===== config.mk =====
export PLATFORM = sky130hd
export DESIGN_NAME = chu_gpi_irq
export DESIGN_NICKNAME = d
export VERILOG_FILES = /design/src/rtl/chu_gpi_irq_pkg.sv /design/src/rtl/chu_debounce_ch.sv /design/src/rtl/chu_gpi_irq.sv
export SDC_FILE = /design/constraint.sdc
export NUM_CORES = 1
export LEC_CHECK = 0
export BUFFER_PORTS_ARGS = -buffer_cell sky130_fd_sc_hd__buf_2
export CORE_MARGIN = 2
export CORE_UTILIZATION = 30
export CTS_CLUSTER_DIAMETER = 200
export DETAILED_ROUTE_END_ITERATION = 16
export PLACE_DENSITY_LB_ADDON = 0.25
export SLEW_MARGIN = 40
export SYNTH_ARGS = -nofsm -noshare
export SYNTH_HDL_FRONTEND = slang
export SYNTH_HIERARCHICAL = 1
export SYNTH_SLANG_ARGS = --single-unit

===== constraint.sdc =====
create_clock -name clk -period 3 [get_ports clk]
set_clock_uncertainty 0.15 [all_clocks]
set_input_delay 0.15 -clock clk [delete_from_list [all_inputs] [get_ports clk]]
set_output_delay 0.15 -clock clk [all_outputs]
set_load 0.02 [all_outputs]

===== src/rtl/chu_gpi_irq_pkg.sv =====
// Register offsets for the debounced GPI slot core.
// Latency: n/a (constants only).
// Backpressure: n/a (constants only).
package chu_gpi_irq_pkg;

    localparam int ADDR_W = 5;

    localparam logic [ADDR_W-1:0] REG_DATA  = 5'd0;  // debounced stable value
    localparam logic [ADDR_W-1:0] REG_RAW   = 5'd1;  // synchronised, pre-debounce value
    localparam logic [ADDR_W-1:0] REG_CAPT  = 5'd2;  // sticky edge flags, write-1-to-clear
    localparam logic [ADDR_W-1:0] REG_MASK  = 5'd3;  // interrupt enable
    localparam logic [ADDR_W-1:0] REG_RISE  = 5'd4;  // rising-edge capture enable
    localparam logic [ADDR_W-1:0] REG_FALL  = 5'd5;  // falling-edge capture enable
    localparam logic [ADDR_W-1:0] REG_DBLIM = 5'd6;  // debounce limit

endpackage


===== src/rtl/chu_debounce_ch.sv =====
// One GPI channel: 2-FF synchroniser, debounce counter, stable flop, edge pulses.
// Latency: pin to stable = 2 + limit + 1 cycles; edge pulse coincides with the stable update.
// Backpressure: none; free-running every cycle.
module chu_debounce_ch #(
    parameter int DB_W = 20
) (
    input  logic            clk,
    input  logic            reset,
    input  logic            din,
    input  logic [DB_W-1:0] limit,
    output logic            sync,
    output logic            stable,
    output logic            rise,
    output logic            fall
);

    logic            meta_q;
    logic            sync_q;
    logic            stable_q, stable_d;
    logic            rise_q, rise_d;
    logic            fall_q, fall_d;
    logic [DB_W-1:0] cnt_q, cnt_d;

    // Two-stage synchroniser for the asynchronous pin.
    always_ff @(posedge clk or posedge reset) begin
        if (reset) begin
            meta_q <= 1'b0;
            sync_q <= 1'b0;
        end else begin
            meta_q <= din;
            sync_q <= meta_q;
        end
    end

    // Debounce: stable follows sync only after limit+1 consecutive differing cycles.
    always_comb begin
        cnt_d    = cnt_q;
        stable_d = stable_q;
        rise_d   = 1'b0;
        fall_d   = 1'b0;
        if (sync_q == stable_q) begin
            // Agreement (including a glitch ending) restarts the count.
            cnt_d = '0;
        end else if (cnt_q >= limit) begin
            // >= rather than == so a lowered limit takes effect immediately.
            stable_d = sync_q;
            cnt_d    = '0;
            rise_d   = sync_q;
            fall_d   = ~sync_q;
        end else begin
            cnt_d = cnt_q + DB_W'(1);
        end
    end

    // Debounce state and edge pulses; pulses are registered with the stable update.
    always_ff @(posedge clk or posedge reset) begin
        if (reset) begin
            cnt_q    <= '0;
            stable_q <= 1'b0;
            rise_q   <= 1'b0;
            fall_q   <= 1'b0;
        end else begin
            cnt_q    <= cnt_d;
            stable_q <= stable_d;
            rise_q   <= rise_d;
            fall_q   <= fall_d;
        end
    end

    assign sync   = sync_q;
    assign stable = stable_q;
    assign rise   = rise_q;
    assign fall   = fall_q;

endmodule


===== src/rtl/chu_gpi_irq.sv =====
// MMIO GPI slot: W debounced inputs, sticky edge capture (W1C), masked level irq.
// Latency: writes land on the next clk edge; rd_data and irq are combinational from flops.
// Backpressure: none; slot bus accepts every access in a single cycle.
module chu_gpi_irq #(
    parameter int W          = 8,
    parameter int DB_W       = 20,
    parameter int DB_DEFAULT = 500000
) (
    input  logic          clk,
    input  logic          reset,
    input  logic          cs,
    input  logic          read,
    input  logic          write,
    input  logic [4:0]    addr,
    output logic [31:0]   rd_data,
    input  logic [31:0]   wr_data,
    input  logic [W-1:0]  din,
    output logic          irq
);

    import chu_gpi_irq_pkg::*;

    localparam logic [DB_W-1:0] DBLIM_RST = DB_W'(DB_DEFAULT);

    logic            wr_en;
    logic [W-1:0]    wr_bits;

    logic [W-1:0]    sync_w;
    logic [W-1:0]    stable_w;
    logic [W-1:0]    rise_w;
    logic [W-1:0]    fall_w;
    logic [W-1:0]    capt_set;
    logic [W-1:0]    capt_clr;

    logic [W-1:0]    capt_q,  capt_d;
    logic [W-1:0]    mask_q,  mask_d;
    logic [W-1:0]    rise_en_q, rise_en_d;
    logic [W-1:0]    fall_en_q, fall_en_d;
    logic [DB_W-1:0] dblim_q, dblim_d;

    // Reads have no side effects, and upper write bits are don't-care.
    logic unused_ok;
    assign unused_ok = ^{read, wr_data};

    assign wr_en   = cs & write;
    assign wr_bits = wr_data[W-1:0];

    // One debounce channel per input pin, all sharing the same limit.
    for (genvar i = 0; i < W; i++) begin : g_ch
        chu_debounce_ch #(
            .DB_W (DB_W)
        ) u_ch (
            .clk    (clk),
            .reset  (reset),
            .din    (din[i]),
            .limit  (dblim_q),
            .sync   (sync_w[i]),
            .stable (stable_w[i]),
            .rise   (rise_w[i]),
            .fall   (fall_w[i])
        );
    end

    assign capt_set = (rise_w & rise_en_q) | (fall_w & fall_en_q);
    assign capt_clr = (wr_en && addr == REG_CAPT) ? wr_bits : '0;

    // Register next-state: plain RW writes, and W1C on CAPT where a new edge beats the clear.
    always_comb begin
        mask_d    = mask_q;
        rise_en_d = rise_en_q;
        fall_en_d = fall_en_q;
        dblim_d   = dblim_q;
        capt_d    = (capt_q & ~capt_clr) | capt_set;
        if (wr_en) begin
            case (addr)
                REG_MASK:  mask_d    = wr_bits;
                REG_RISE:  rise_en_d = wr_bits;
                REG_FALL:  fall_en_d = wr_bits;
                REG_DBLIM: dblim_d   = wr_data[DB_W-1:0];
                default:   ;
            endcase
        end
    end

    // Control and status register state.
    always_ff @(posedge clk or posedge reset) begin
        if (reset) begin
            capt_q    <= '0;
            mask_q    <= '0;
            rise_en_q <= '0;
            fall_en_q <= '0;
            dblim_q   <= DBLIM_RST;
        end else begin
            capt_q    <= capt_d;
            mask_q    <= mask_d;
            rise_en_q <= rise_en_d;
            fall_en_q <= fall_en_d;
            dblim_q   <= dblim_d;
        end
    end

    // Read mux: pure function of addr, zero-extended; chip-select gating is upstream.
    always_comb begin
        rd_data = '0;
        case (addr)
            REG_DATA:  rd_data[W-1:0]    = stable_w;
            REG_RAW:   rd_data[W-1:0]    = sync_w;
            REG_CAPT:  rd_data[W-1:0]    = capt_q;
            REG_MASK:  rd_data[W-1:0]    = mask_q;
            REG_RISE:  rd_data[W-1:0]    = rise_en_q;
            REG_FALL:  rd_data[W-1:0]    = fall_en_q;
            REG_DBLIM: rd_data[DB_W-1:0] = dblim_q;
            default:   ;
        endcase
    end

    assign irq = |(capt_q & mask_q);

endmodule

==> summary.md, run 1 <==
The flow ran to the end, and the final reports show no timing, DRC or antenna violations. The buffer and inverter count on the worst path was 3. The run gives 29 as the total clock buffers created by CTS.

TritonCTS built the clock tree. Global routing consumed, over all layers together, 15.3% of the routing resources. The run gives 0 as the antenna diode instance count.

Number of gates resized after CTS: 0. Of the cells placed in the final design, the portion with a size suffix greater than 1 is 12.2%. For this run, the top clock speed supported by timing is 346 MHz. Clock latency on the worst-skew pair, taken at its later pin, is 0.56 ns.

Yosys mapped a number of flops with a built-in enable equal to 0. In this run the worst path has a maximum fanout of 7. The critical path required time came out at 2.70 ns.

In the routed design, unresolved DRC markers number 0. From left edge to right edge, the die measures 230 µm. The synthesized netlist contains 55 unique library cells.

The beginning of the worst register-to-register path is dblim_q[18]. Critical path endpoint category: an output port. Setup violations remaining at the end of the flow were counted as 0. Of the available clock period, the critical path in the final layout requires 96.4%. The run gives 0 as the overflow left after global routing.

The run gives 0.799 as the routability-driven placement congestion ratio. The number of standard cells in the layout, taps in and fillers out is 2416. Master of the slowest instance on the critical path: sky130_fd_sc_hd__nor3b_2. Across the run, the number of max-cap violations was 0.

The detailed-route wire length per cell is 16.7 µm. A synthesized cell averages 9.64 µm². At the pin with the least slew margin, the transition time is 0.756 ns.

For this run, the leading register cell type out of synthesis is sky130_fd_sc_hd__dfrtp_1. The maximum level of the CTS H-tree is 1, and the vias per cell is 4.77. The commonest non-fill, non-tap cell in the layout was sky130_fd_sc_hd__dfrtp_1.

Setup repair after global routing left no endpoint under its margin. The worst setup path is of the input port to output port kind. Of all cell types, the one taking the most synthesized area is sky130_fd_sc_hd__dfrtp_1. The die covers 53100 µm². The net count of the finished layout is 1942. The register bit count reported by yosys is 252, and the vias after detailed routing is 11500. The run gives 0 as the number of hold violations in the final report.

The startpoint identified for the worst hold timing path is addr[0]. In the layout the commonest cells are sky130_fd_sc_hd__dfrtp_1, sky130_fd_sc_hd__nor2_1, sky130_fd_sc_hd__inv_1. In this design, the largest share of critical-path delay is due to simple AND/OR/NAND/NOR gates.

The count of warnings emitted by yosys came out at 6. The worst hold path belongs to the class input port to register. The floorplan has 82 rows.

The run gives 30 as the pin count of the biggest net entering global routing. Cell at the root of the clock tree: sky130_fd_sc_hd__clkbuf_16. The worst endpoint data arrival time is 2.59 ns. Overall power consumption after layout is estimated at 10.1 mW. The cell area after technology mapping came out at 15400 µm².

The critical path starts at addr[3]. The number of antenna violations at the first check in global routing was 3. The remaining number of nets flagged by the antenna check after routing was 0; the total power density per cell area was 564 nW/µm².

The area growth from synthesis to layout is 16.5%. The final critical-path required period is 2.89 ns, and the y dimension of the die is 230 µm. For this block, the initial DRC count from the detailed router was 764. Wire length of the first global-routing pass: 63.6 mm. Kind of launch point of the worst setup path: an input port. By area the synthesized netlist is led by sky130_fd_sc_hd__dfrtp_1, sky130_fd_sc_hd__ha_1, sky130_fd_sc_hd__nor2_1, sky130_fd_sc_hd__xor2_1, sky130_fd_sc_hd__inv_1.

Once detailed placement completed, the half-perimeter wirelength came to 28.1 mm. Clock-pin slew was measured on the worst setup and hold paths at 0.06 ns. Walking the worst path, the cells encountered are dlygate4sd3_1, buf_2, or3b_1, nor3b_2, a221o_1, buf_2.

Setup total negative slack on the finished layout was measured at 0 ns. For the synthesized instance count, the log shows 1596. Of all flip-flops after synthesis, the portion carrying an async set or reset was 100%. The cell repeated most along the worst path is sky130_fd_sc_hd__buf_2.

On the worst path, the slowest cell contributes a delay of 0.63 ns. The I/O pin count was 83. During placement, the flow inserted port buffers numbering 57. Via count of the first global-routing pass: 11300.

For this run, the detailed router's first-pass iteration total came to 5. Sequential cell area fraction in the yosys report: 41.1%. The logs give 0.427 mV for the peak supply drop and 49.6% for the worst max-slew margin expressed relative to the limit. The floorplan step defined a core boundary enclosing 50400 µm². The tools report the static leakage power as 8.60 nW.

The tools report the effective utilization at floorplan as 30.5%. The detailed-route wire length was 40.3 mm; the share of the synthesized area in the top cell type was 39.9%. The count of pins over their slew limit was 0. Cells fill 35.6% of the core in the end. The clock sink count came out at 252. For the post-placement cell count, the log shows 2334.

The tools report the worst-case clock buffer depth as 3.
==> through the flow <==
| step | setup WS (ns) | hold slack (ns) | cell area, µm² |
|---|---|---|---|
| after floorplan | 0.644 | 0.0273 | 15400 |
| after global placement | 0.344 | 0.114 | 16700 |
| after detailed placement | 0.255 | 0.113 | 16700 |
| after CTS | 0.158 | 0.00592 | 17900 |
| after global routing | 0.0682 | 0.0536 | 17900 |
| final | 0.107 | 0.0348 | 17900 |
==> cells in the mapped netlist, types with 2 or more instances <==
cell type and count:
sky130_fd_sc_hd__ha_1 168, sky130_fd_sc_hd__a21oi_1 57, sky130_fd_sc_hd__dfrtp_1 245, sky130_fd_sc_hd__o21a_1 7
sky130_fd_sc_hd__a221o_1 15, sky130_fd_sc_hd__nand4_1 40, sky130_fd_sc_hd__a211o_1 7, sky130_fd_sc_hd__nand2b_1 10
sky130_fd_sc_hd__nor4_1 8, sky130_fd_sc_hd__inv_1 191, sky130_fd_sc_hd__nor3b_2 2, sky130_fd_sc_hd__buf_4 12
sky130_fd_sc_hd__a31oi_1 8, sky130_fd_sc_hd__buf_6 16, sky130_fd_sc_hd__xnor2_1 60, sky130_fd_sc_hd__nor2_1 228
sky130_fd_sc_hd__mux2_2 49, sky130_fd_sc_hd__a21o_1 16, sky130_fd_sc_hd__and3_1 40, sky130_fd_sc_hd__a22oi_1 5
sky130_fd_sc_hd__nand2_1 110, sky130_fd_sc_hd__clkbuf_1 3, sky130_fd_sc_hd__o22ai_1 7, sky130_fd_sc_hd__and3b_1 14
sky130_fd_sc_hd__o21ai_0 24, sky130_fd_sc_hd__and2_1 19, sky130_fd_sc_hd__mux2i_1 15, sky130_fd_sc_hd__a222oi_1 7
sky130_fd_sc_hd__and4_1 8, sky130_fd_sc_hd__nand3_1 60, sky130_fd_sc_hd__nor3_1 10, sky130_fd_sc_hd__dfstp_2 7
sky130_fd_sc_hd__buf_2 6, sky130_fd_sc_hd__mux2_1 9, sky130_fd_sc_hd__nor3b_1 2, sky130_fd_sc_hd__xor2_1 92
==> worst reg2reg max path, stage by stage, from the launching register on <==
cell	delay, ns
sky130_fd_sc_hd__dfstp_2	0.80
sky130_fd_sc_hd__inv_1	0.11
sky130_fd_sc_hd__ha_1	0.32
sky130_fd_sc_hd__nand4_1	0.14
sky130_fd_sc_hd__nor4_1	0.44
sky130_fd_sc_hd__nand3_1	0.21
sky130_fd_sc_hd__nand3_1	0.17
sky130_fd_sc_hd__mux2_1	0.33
==> metal layers <==
metal / vias to the layer above / routed length (µm) / GRT usage [%] / part of all wire (%)
li1: 5619 / - / - / -
met1: 5633 / 20100 / 22.1 / 50
met2: 197 / 17400 / 24.0 / 43
met3: 61 / 1840 / 2.33 / 4.6
met4: 6 / 925 / 3.55 / 2.3
met5: - / 40 / 0 / 0.099
==> layout make-up <==
class                   count  area, µm²
clock buffers              49        891
repair buffers            124       1040
clock inverters             2       35.0
multi-input cells        1126       8090
inverters                 191        717
flip-flops and latches    252       6310
well taps                 672        841
fillers                  5086      32500
==> sequential cells by signal (all words and copies together), names as in the netlist <==
signal / cells
dblim_q: 20
g_ch.u_ch/cnt_q: 160
g_ch.u_ch/meta_q: 8
capt_q: 8
g_ch.u_ch/fall: 8
mask_q: 8
g_ch.u_ch/rise: 8
g_ch.u_ch/stable: 8
rise_en_q: 8
g_ch.u_ch/sync: 8
fall_en_q: 8
==> logic make-up (layout without fill, tap and decap cells) <==
| family | after synthesis | count (layout) | synth area share (%) |
|---|---|---|---|
| AO/OA/AOI/OAI | 156 | 156 | 6.64 |
| adder cells (fa/ha/maj) | 168 | 168 | 13.7 |
| multiplexers | 75 | 75 | 5.47 |
| other | 1 | 12 | 0.0244 |
| buffers and inverters | 229 | 366 | 6.71 |
| AND/OR/NAND/NOR | 563 | 563 | 17.8 |
| XOR/XNOR | 152 | 152 | 8.66 |
| flip-flops | 252 | 252 | 41.1 |
==> path summary, 6_finish.rpt <==
| kind | end | slack, ns | cells after the start |
|---|---|---|---|
| setup / recovery | rd_data[1] | 0.11 | 6 |
| hold / removal | mask_q[5] | 0.03 | 3 |
| setup reg to reg | g_ch[2].u_ch/stable | 0.20 | 7 |
| hold reg to reg | g_ch[7].u_ch/sync | 0.20 | 0 |
| max in group asynchronous | dblim_q[13] | 1.60 | 4 |
| min in group asynchronous | g_ch[6].u_ch/cnt_q[2] | 0.29 | 3 |
==> where the power goes <==
group	switching, mW	internal, mW	total [mW]
clock network	1.41	2.08	3.48
logic	1.51	1.04	2.55
registers	0.383	3.69	4.07
total	3.30	6.80	10.1
==> timing repair <==
| action | 4_1_cts | 5_1_grt |
|---|---|---|
| hold buffers | 31 | 0 |
| buffers inserted | 0 | 0 |
| hold endpoints to repair | 286 | 0 |
No activity file was read; power rests on OpenSTA's default activity.
==> run 2, diff against run 1 <==
- ABC_AREA: default -> 1
==> run 2 against run 1 <==
  * Non-clock buffer count up 5
  * Design area up 12%
  * Register-to-register slack better by 0.23 ns
  * Clock power up 18%
  * Worst setup slack better by 0.32 ns
  * Critical path depth up 5
  * Sequential power about the same
  * Routed wire length up 20%
  * Cell count up 32%
  * Largest cell class unchanged
  * Highest routed layer is now met4
==> summary.md, run 2 <==
The worst endpoint data arrival time came out at 2.83 ns (was 2.59 ns). The tools report the kind of launch point of the worst setup path as a register (was an input port). The post-route worst setup slack is 0.426 ns (was 0.107 ns).

The flow ran to the end, and the final reports show no timing, DRC or antenna violations. For the net count reported at finish, the log shows 2619 (was 1942). The die boundary width is 244 µm (was 230 µm), and the worst-case clock buffer depth is 3 (unchanged). The mean post-synth cell area came out at 7.60 µm² (was 9.64 µm²).

For the relative contribution of the clock network to total power, the log shows 38.9% (was 34.5%). The run gives 3178 (was 2416) as the number of standard cells in the layout, taps in and fillers out. The share of the cycle needed by the critical path after routing was 85.8% (was 96.4%).

The detailed-route wire length per cell works out to 15.2 µm (was 16.7 µm). The overall power was 10.6 mW (was 10.1 mW); the utilization of the core after routing was 35.5% (was 35.6%). TritonCTS built the clock tree. The run gives 38 (was 55) as the number of library cell types mapped by synthesis. The critical path endpoint category was a register (was an output port). Number of search-and-repair iterations in the first detailed-routing pass: 5 (unchanged). Top flip-flop cell by instance count after synthesis: sky130_fd_sc_hd__dfrtp_1 (unchanged). The number of hold violations in the final report was 0 (unchanged); the count of warnings emitted by yosys was 6 (unchanged).

Largest registers in the final layout: g_ch.u_ch/cnt_q (160), dblim_q (20) (unchanged). The cell area after technology mapping came out at 17300 µm² (was 15400 µm²). Total power density per cell area: 529 nW/µm² (was 564 nW/µm²).

The cell with the most instances after synthesis was sky130_fd_sc_hd__nand2_1 (was sky130_fd_sc_hd__dfrtp_1). For the sequential cell area fraction in the yosys report, the log shows 36.6% (was 41.1%). For the critical path required time, the log shows 3.25 ns (was 2.70 ns). The tools report the final standard cell area without fillers as 20100 µm² (was 17900 µm²). The I/O pin count is 83 (unchanged), and the number of gates resized after CTS is 0 (unchanged).

Post-cts hold buffer count: 41 (was 31). The tools report the vias after detailed routing as 14500 (was 11500). Flip-flop count of the largest register after layout: 160 (unchanged). The via count of the first global-routing pass is 14400 (was 11300).

Number of remaining DRC errors: 0 (unchanged). The max capacitance violation total was 0 (unchanged). Path type of the worst setup path: register to register (was input port to output port). The logs give 2273 (was 1596) for the synthesized instance count and 77.2 mm (was 63.6 mm) for the wire length of the first global-routing pass. Maximum achievable frequency: 388 MHz (was 346 MHz).

The remaining number of nets flagged by the antenna check after routing is 0 (unchanged). The run gives 0.404 ns (was 0.255 ns) as the worst slack after detailed placement. The later-pin clock latency in the skew report is 0.54 ns (was 0.56 ns), and the number of placement rows is 87 (was 82). The initial detailed-routing violation count is 756 (was 764), and the effective utilization at floorplan is 30.5% (about the same). The overflow left after global routing was 0 (unchanged). The filler cell count was 5935 (was 5086); the routability-driven placement congestion ratio was 0.839 (was 0.799).

The tools report the final number of setup-violating endpoints as 0 (unchanged). The tools report the number of antenna violations at the first check in global routing as 0 (was 3). The maximum level of the CTS H-tree was 2 (was 1); the number of buffers inserted by post-CTS setup repair was 0 (unchanged).

The worst max-slew margin expressed relative to the limit was 51.6% (was 49.6%). Post-placement cell count: 3080 (was 2334). The logs give 48.2 mm (was 40.3 mm) for the detailed-route wire length and 252 (unchanged) for the clock sink count. The area of placed instances was 18500 µm² (was 16700 µm²); the internal power component was 7.12 mW (was 6.80 mW).

The count of pins over their slew limit came out at 0 (unchanged). Top cells by instance count after synthesis: sky130_fd_sc_hd__nand2_1, sky130_fd_sc_hd__inv_1, sky130_fd_sc_hd__nor2_1 (was sky130_fd_sc_hd__dfrtp_1, sky130_fd_sc_hd__nor2_1, sky130_fd_sc_hd__inv_1). The area overhead of the layout relative to synthesis works out to 16.2% (was 16.5%). The share of the synthesized area in the top cell type works out to 35.5% (was 39.9%). The largest register by flop count is g_ch.u_ch/cnt_q (unchanged). The detailed placement HPWL is 33.8 mm (was 28.1 mm).

The number of buffers added on ports is 57 (unchanged), and the core box area is 56600 µm² (was 50400 µm²). The clock edge transition at the registers on the reported setup and hold paths was 0.05 ns (was 0.06 ns); the switching component of the power was 3.49 mW (was 3.30 mW). The switching fraction of total power works out to 32.9% (was 32.7%). The pin slew with the least headroom to its limit came out at 0.726 ns (was 0.756 ns).

The logs give 34 (was 29) for the total clock buffers created by CTS and 22.6% (was 25.2%) for the relative contribution of combinational cells to total power. The peak supply drop was 0.282 mV (was 0.427 mV). The tools report the cell at the root of the clock tree as sky130_fd_sc_hd__clkbuf_16 (unchanged).

The sequential cell fraction of total power came out at 38.6% (was 40.3%). For the static leakage power, the log shows 10.1 nW (was 8.60 nW). The share of cells above drive strength 1 is 11.5% (was 12.2%). The vias per cell was 4.57 (was 4.77); the highest fanout seen on the critical path was 20 (was 7).

The register bit count reported by yosys was 252 (unchanged). The async set or reset register ratio after synthesis was 100% (unchanged); the pin count of the biggest net entering global routing was 40 (was 30). The class of the tightest hold or removal check was input port to register (unchanged).

Full die area: 59500 µm² (was 53100 µm²). Most frequent cells in the layout: sky130_fd_sc_hd__nand2_1, sky130_fd_sc_hd__inv_1, sky130_fd_sc_hd__nor2_1 (was sky130_fd_sc_hd__dfrtp_1, sky130_fd_sc_hd__nor2_1, sky130_fd_sc_hd__inv_1). Library cell with the largest summed area after synthesis: sky130_fd_sc_hd__dfrtp_1 (unchanged).

Y dimension of the die: 244 µm (was 230 µm). Biggest area contributors in the synthesized netlist: sky130_fd_sc_hd__dfrtp_1, sky130_fd_sc_hd__ha_1, sky130_fd_sc_hd__nand2_1, sky130_fd_sc_hd__inv_1, sky130_fd_sc_hd__nor2_1 (was sky130_fd_sc_hd__dfrtp_1, sky130_fd_sc_hd__ha_1, sky130_fd_sc_hd__nor2_1, sky130_fd_sc_hd__xor2_1, sky130_fd_sc_hd__inv_1). Setup repair after global routing left no endpoint under its margin. Commonest non-fill, non-tap cell in the layout: sky130_fd_sc_hd__nand2_1 (was sky130_fd_sc_hd__dfrtp_1).

Number of flops mapped to enable cells by yosys: 0 (unchanged). The total negative setup slack is 0 ns (unchanged). The final hold slack is 0.106 ns (was 0.0348 ns), and the final critical-path required period is 2.57 ns (was 2.89 ns). The aggregate global-route resource usage is 16.4% (was 15.3%).
## run 2: cell types whose count changed after synthesis, sizes merged, moves of 19 or more
cell,before,now
inv,191,392
xor2,92,73
mux2,59,0
nand2,110,567
and3,41,0
o21ai,25,55
xnor2,60,32
nor2,228,371
nand4,41,114
## run 2: area by class of cell
class	instances	area [µm²]	share of cell area (%)
well taps	756	946	4.71
inverters	394	1480	7.37
diodes	1	2.50	0.0125
repair buffers	129	1000	5.00
flip-flops and latches	252	6310	31.5
multi-input cells	1590	9210	45.9
clock inverters	5	108	0.536
clock buffers	51	1010	5.01
## run 2: cell families (layout without fill, tap and decap cells)
kind of cell	count (synthesis)	in the layout	share of synthesized area, %
AO/OA/AOI/OAI	131	131	4.56
XOR/XNOR	105	105	5.32
adder cells (fa/ha/maj)	168	168	12.2
buffers and inverters	442	579	10.3
flip-flops	252	252	36.6
other	1	13	0.0217
AND/OR/NAND/NOR	1174	1174	31.0
## run 2: final timing paths
kind / endpoint / cells after the start / startpoint / slack [ns]
max: g_ch[3].u_ch/cnt_q[0] / 11 / dblim_q[17] / 0.43
min: g_ch[2].u_ch/meta_q / 2 / din[2] / 0.11
max reg2reg: g_ch[3].u_ch/cnt_q[0] / 11 / dblim_q[17] / 0.43
min reg2reg: g_ch[0].u_ch/sync / 0 / g_ch[0].u_ch/meta_q / 0.20
max in group asynchronous: capt_q[3] / 4 / reset / 1.69
min in group asynchronous: dblim_q[6] / 3 / reset / 0.17
## run 2: routing by layer
layer	GRT usage, %	wire length, µm	vias up
li1	-	-	7356
met1	21.6	22600	6827
met2	27.6	22500	258
met3	2.12	1690	81
met4	5.97	1490	0
met5	0	0	-
## run 2: worst max-delay path, stage by stage, from the launching register on
cell                      delay, ns
sky130_fd_sc_hd__dfstp_2       0.84
sky130_fd_sc_hd__inv_1         0.09
sky130_fd_sc_hd__ha_1          0.32
sky130_fd_sc_hd__nand2_1       0.06
sky130_fd_sc_hd__nor2_1        0.11
sky130_fd_sc_hd__and2_1        0.19
sky130_fd_sc_hd__nand2_1       0.08
sky130_fd_sc_hd__nor2_1        0.10
sky130_fd_sc_hd__nand2_1       0.09
sky130_fd_sc_hd__nand3_1       0.07
sky130_fd_sc_hd__buf_4         0.26
sky130_fd_sc_hd__nor2_1        0.08
## run 2: power by group through the flow
| stage | registers, mW | logic [mW] | clock network (mW) |
|---|---|---|---|
| global route | 4.13 | 2.78 | 4.37 |
| floorplan | 3.99 | 1.70 | 0 |
| CTS | 4.10 | 2.43 | 4.26 |
| global placement | 4.15 | 2.31 | 0 |
| detailed placement | 4.15 | 2.38 | 0 |
| finish | 4.09 | 2.40 | 4.12 |
